<file path="src/rtl/nicnac16_pkg.sv">
// Shared types and helpers for the 16-bit one-hot select/distribute pair.
package nicnac16_pkg;

    localparam int unsigned WORD_W    = 16;
    localparam int unsigned NUM_SLOTS = 4;

    localparam logic [1:0] SLOT_A = 2'd0;
    localparam logic [1:0] SLOT_B = 2'd1;
    localparam logic [1:0] SLOT_C = 2'd2;
    localparam logic [1:0] SLOT_D = 2'd3;

    typedef struct packed {
        logic       hit;
        logic [1:0] idx;
    } sel_enc_t;

    // Lowest-lettered asserted select wins; idx is don't-care when hit is low.
    function automatic sel_enc_t prio_enc(input logic [3:0] sel);
        sel_enc_t r;
        r.hit = |sel;
        if (sel[0])      r.idx = SLOT_A;
        else if (sel[1]) r.idx = SLOT_B;
        else if (sel[2]) r.idx = SLOT_C;
        else             r.idx = SLOT_D;
        return r;
    endfunction

endpackage

</file>
<file path="src/rtl/dist_slot.sv">
// Single-entry holding register with push/pop handshake; push beats pop.
module dist_slot #(
    parameter int unsigned WIDTH = 16
) (
    input  logic             clk_i,
    input  logic             rst_i,
    input  logic             push_i,
    input  logic [WIDTH-1:0] data_i,
    input  logic             ready_i,
    output logic             valid_o,
    output logic [WIDTH-1:0] data_o
);

    logic             valid_q, valid_d;
    logic [WIDTH-1:0] data_q, data_d;

    always_comb begin
        valid_d = valid_q;
        data_d  = data_q;
        if (push_i) begin
            valid_d = 1'b1;
            data_d  = data_i;
        end else if (valid_q && ready_i) begin
            valid_d = 1'b0;
        end
    end

    always_ff @(posedge clk_i) begin
        if (rst_i) begin
            valid_q <= 1'b0;
            data_q  <= '0;
        end else begin
            valid_q <= valid_d;
            data_q  <= data_d;
        end
    end

    assign valid_o = valid_q;
    assign data_o  = data_q;

endmodule

</file>
<file path="src/rtl/distribute1to4_16.sv">
// Routes one source beat to one of four registered slots by priority one-hot select.
// Optional select-error flag built when DISTRIBUTE1TO4_16_SELERR_EN is defined.
module distribute1to4_16
    import nicnac16_pkg::*;
#(
    parameter int unsigned WIDTH = WORD_W
) (
    input  logic             CLK,
    input  logic             RESET,
    input  logic [WIDTH-1:0] IN,
    input  logic             IN_VALID,
    input  logic             SEL_A,
    input  logic             SEL_B,
    input  logic             SEL_C,
    input  logic             SEL_D,
    output logic             IN_READY,
    output logic [WIDTH-1:0] OUT_A,
    output logic [WIDTH-1:0] OUT_B,
    output logic [WIDTH-1:0] OUT_C,
    output logic [WIDTH-1:0] OUT_D,
    output logic             VALID_A,
    output logic             VALID_B,
    output logic             VALID_C,
    output logic             VALID_D,
    input  logic             READY_A,
    input  logic             READY_B,
    input  logic             READY_C,
    input  logic             READY_D,
    output logic             ERR
);

    logic [3:0]       sel_c;
    logic [3:0]       ready_c;
    logic [3:0]       push_c;
    logic [3:0]       slot_valid;
    logic [WIDTH-1:0] slot_data [NUM_SLOTS];
    sel_enc_t         enc_c;
    logic             accept_c;

    assign sel_c   = {SEL_D, SEL_C, SEL_B, SEL_A};
    assign ready_c = {READY_D, READY_C, READY_B, READY_A};
    assign enc_c   = prio_enc(sel_c);

    // A slot draining this cycle can take a new beat; no select means accept and drop.
    assign IN_READY = !enc_c.hit || !slot_valid[enc_c.idx] || ready_c[enc_c.idx];
    assign accept_c = IN_VALID && IN_READY;

    for (genvar g = 0; g < int'(NUM_SLOTS); g++) begin : g_slot
        assign push_c[g] = accept_c && enc_c.hit && (enc_c.idx == 2'(g));

        dist_slot #(.WIDTH(WIDTH)) u_slot (
            .clk_i   (CLK),
            .rst_i   (RESET),
            .push_i  (push_c[g]),
            .data_i  (IN),
            .ready_i (ready_c[g]),
            .valid_o (slot_valid[g]),
            .data_o  (slot_data[g])
        );
    end

    assign OUT_A   = slot_data[SLOT_A];
    assign OUT_B   = slot_data[SLOT_B];
    assign OUT_C   = slot_data[SLOT_C];
    assign OUT_D   = slot_data[SLOT_D];
    assign VALID_A = slot_valid[SLOT_A];
    assign VALID_B = slot_valid[SLOT_B];
    assign VALID_C = slot_valid[SLOT_C];
    assign VALID_D = slot_valid[SLOT_D];

`ifdef DISTRIBUTE1TO4_16_SELERR_EN
    logic err_q, err_d;

    // Sticky: any accepted beat whose select is not exactly one-hot.
    assign err_d = err_q || (accept_c && !$onehot(sel_c));

    always_ff @(posedge CLK) begin
        if (RESET) err_q <= 1'b0;
        else       err_q <= err_d;
    end

    assign ERR = err_q;
`else
    assign ERR = 1'b0;
`endif

endmodule

</file>
<file path="config.mk">
export PLATFORM = sky130hd
export DESIGN_NAME = distribute1to4_16
export DESIGN_NICKNAME = d
export VERILOG_FILES = /design/src/rtl/nicnac16_pkg.sv /design/src/rtl/dist_slot.sv /design/src/rtl/distribute1to4_16.sv
export SDC_FILE = /design/constraint.sdc
export NUM_CORES = 1
export LEC_CHECK = 0
export BUFFER_PORTS_ARGS = -buffer_cell sky130_fd_sc_hd__buf_2
export CORE_MARGIN = 8
export CORE_UTILIZATION = 50
export CTS_BUF_LIST = sky130_fd_sc_hd__clkbuf_8
export DETAILED_ROUTE_END_ITERATION = 10
export PLACE_DENSITY = 0.82
export SKIP_LAST_GASP = 1
export SLEW_MARGIN = 20
export SYNTH_ARGS = -nofsm -noshare
export SYNTH_HDL_FRONTEND = slang
export SYNTH_HIERARCHICAL = 1
export SYNTH_SLANG_ARGS = --single-unit
export TNS_END_PERCENT = 1
</file>
<file path="constraint.sdc">
create_clock -name CLK -period 1.65 [get_ports CLK]
set_input_delay 0.0825 -clock CLK [delete_from_list [all_inputs] [get_ports CLK]]
set_output_delay 0.0825 -clock CLK [all_outputs]
set_load 0.01 [all_outputs]
</file>
==> results.md <==
- Status: finished clean
- Row count: 26
- Largest net degree at the start of global routing: between 60 and 70
- Worst EP required: approximately 1900 ps
- Sequential share of the synthesized area: a little over half
- Fin nets: roughly 370
- Tcrit/Tclk final: a little over nine tenths
- DP Area: between 3000 and 4000 sq um
- # diodes: 0
- Clock sink count: 68
- Max Cap Viol: 0
- Clk root buf: clkbuf_8
- Fillers: around 400
- GRT Residual Overflow: 0
- Total GRT Usage: around 16%
- Initial antenna violation count: 0
- RSZ-0062 raised after global routing: false
- Worst Path Arrival: approximately 1800 ps
- Layout Skew: around 8 ps
- Vias post-DR: just over 2,000
- Crit path time final: 1563 ps
- Max rail drop VDD: between 0.7 and 0.8 mV
- Top cells by area, synth: dfxtp_1, mux2i_1, nor2_1
- Drt total wl: between 6000 and 7000 microns
- Cell Area, Synth: between 2000 and 3000 sq um
- Post-synth net total: between 200 and 300
- Post-route cell area: 3364 sq um
- Crit path max fanout: 7
- Die Y: between 80 and 90 microns
- Setup-failing EPs final: 0
- Relative slew slack: around 56%
- Final RePlAce weighted congestion: 0.8536
- Share of layout cells above drive strength 1: 36.52%
- Antenna Violating Nets Remaining: 0
- Die X-Extent: ~88 microns
- Yosys warns: 6
- Final Util: approximately two thirds
- CTS tree: yes
- Vias in the first global route: approximately 2,000
- # H-tree levels: 3
- Largest area contributor in the netlist: dfxtp_1
- Cts bufs inserted: 9
- #FFs+latches synth: a little under 70
- Die ar.: slightly below 8000 sq um
- DRC errors left: 0
- Worst hold slack: approximately 38 ps
- FMAX: 639.9 MHz
- Min-Delay Path Class: in2reg
- Final cell count without fillers: a little over 400
- Pwr/cell area: 1126 nW/um^2
- Post-synth cell types: 20
- Drt initial violations: 102
- Total core area: ~5000 sq um
- WS Path Type: reg2reg
- Crit. End Element: flip-flop
- First-pass GRT wire length: a little under 10,000 microns
- Worst Tran Pin Value: 655.1 ps
- Fin. Hold Viols: 0
- DR pass1 iterations: 4
- Fin. max-slew vios: 0
- Pleak: ~1.5 nW
- I/O pin total: 97
- Total Power Consumption: roughly 3.8 mW
- Worst skew pair latency: between 300 and 400 ps
- Mean Syn Cell Area: about 11 sq um
- Mapped Cells: 240
- Hpwl dp: between 4000 and 5000 microns
- Clock Tree Buf Depth: 2
- Clock transition at path regs: about 70 ps
- Wirelength per Cell: approximately 15 microns
- CP startpoint kind: flip-flop
- Initial Util: between 50% and 60%
- Synth-to-layout area growth: 30.53%
- Via-to-Cell Ratio: between 4 and 5
- I/O Buffers: 95
- Cell Count Post-Placement: about 400
- Share of the synthesized area in the top cell type: approximately 53%
[kinds of logic (layout without fill, tap and decap cells)]
logic type	Yosys count	in the layout	synth area share, %
other	1	1	0.1455
flip-flops	68	68	52.82
buffers and inverters	22	127	7.427
multiplexers	64	64	24.85
AO/OA/AOI/OAI	7	7	1.893
AND/OR/NAND/NOR	78	78	12.86
[per-layer routing]
metal  share of wire, %  track usage [%]  up-vias
li1                   -                -      990
met1                 41            17.92      976
met2                 51            27.84       51
met3                7.5            5.629        4
met4               0.89            7.969        0
met5                  0                0        -
[what timing repair did]
action,4_1_cts,5_1_grt
setup endpoints to repair,17,1
hold buffers,0,0
gates resized for setup,1,0
pin swaps,0,1
buffers inserted,0,0
[critical path: stages, from the launching register on]
cell      delay (ps)
dfxtp_1          330
and4bb_1         230
nor4_2           330
buf_4            260
mux2i_1          230
nor2_1            70
[power breakdown]
group | leakage (nW) | internal, mW | total [mW] | switching, mW
combinational | 0.851 | 0.140 | 0.315 | 0.175
sequential | 0.552 | 1.69 | 1.72 | 0.0250
clock | 0.136 | 1.17 | 1.76 | 0.589
[flip-flops by register name, indices dropped and copies added (netlist names)]
| name | count |
|---|---|
| g_slot.u_slot/data_o | 64 |
| g_slot.u_slot/valid_o | 4 |
[worst paths after layout]
check / startpoint / endpoint / slack, ps / cells past startpoint
worst max-delay path: g_slot[3].u_slot/valid_o / g_slot[3].u_slot/data_o[5] / 90 / 5
worst min-delay path: READY_C / g_slot[2].u_slot/valid_o / 40 / 3
worst max register to register: g_slot[3].u_slot/valid_o / g_slot[3].u_slot/data_o[5] / 90 / 5
worst min register to register: g_slot[2].u_slot/valid_o / g_slot[2].u_slot/valid_o / 490 / 2
[cell usage in the layout (no fill, tap or decap)]
master	Yosys	routed
a2111o_1	1	1
a21oi_1	4	4
and3_1	1	1
and4bb_1	1	1
buf_12	4	2
buf_2	8	95
buf_4	1	9
bufinv_16	0	3
clkbuf_8	0	13
conb_1	1	1
dfxtp_1	68	68
inv_1	5	5
mux2i_1	64	64
nand2_1	1	1
nand2b_1	7	7
nor2_1	65	64
nor2_4	0	1
nor2b_1	1	1
nor4_2	0	1
nor4b_2	0	1
o211ai_2	1	1
o21ai_0	1	1
[cell type report]
| type | count | area (sq um) | share of cell area [%] |
|---|---|---|---|
| Multi-Input combinational cell | 150 | 1045 | 31.05 |
| Sequential cell | 68 | 1361 | 40.46 |
| Timing Repair Buffer | 106 | 583.1 | 17.33 |
| Clock buffer | 13 | 178.9 | 5.318 |
| Inverter | 5 | 18.77 | 0.5578 |
| Clock inverter | 3 | 90.09 | 2.678 |
| Tap cell | 70 | 87.58 | 2.603 |
[stage by stage]
step	TNS [ps]	setup slack (ps)
6_report	0	87.24
5_1_grt	0	12.72
4_1_cts	0	44.16
3_5_place_dp	-2530	-177.8
3_3_place_gp	-2304	-148.6
2_1_floorplan	0	174.1
[cell usage after synthesis (all sizes together)]
cell type and instances:
and3 1, buf 17, a21oi 4, dfxtp 68
conb 1, nor2b 1, a2111o 1, o211ai 1
nand2 1, nand2b 7, inv 5, mux2i 64
o21ai 1, and4bb 1, nor4 1, nor2 65
nor4b 1
Power figures use the tool's default switching activity.
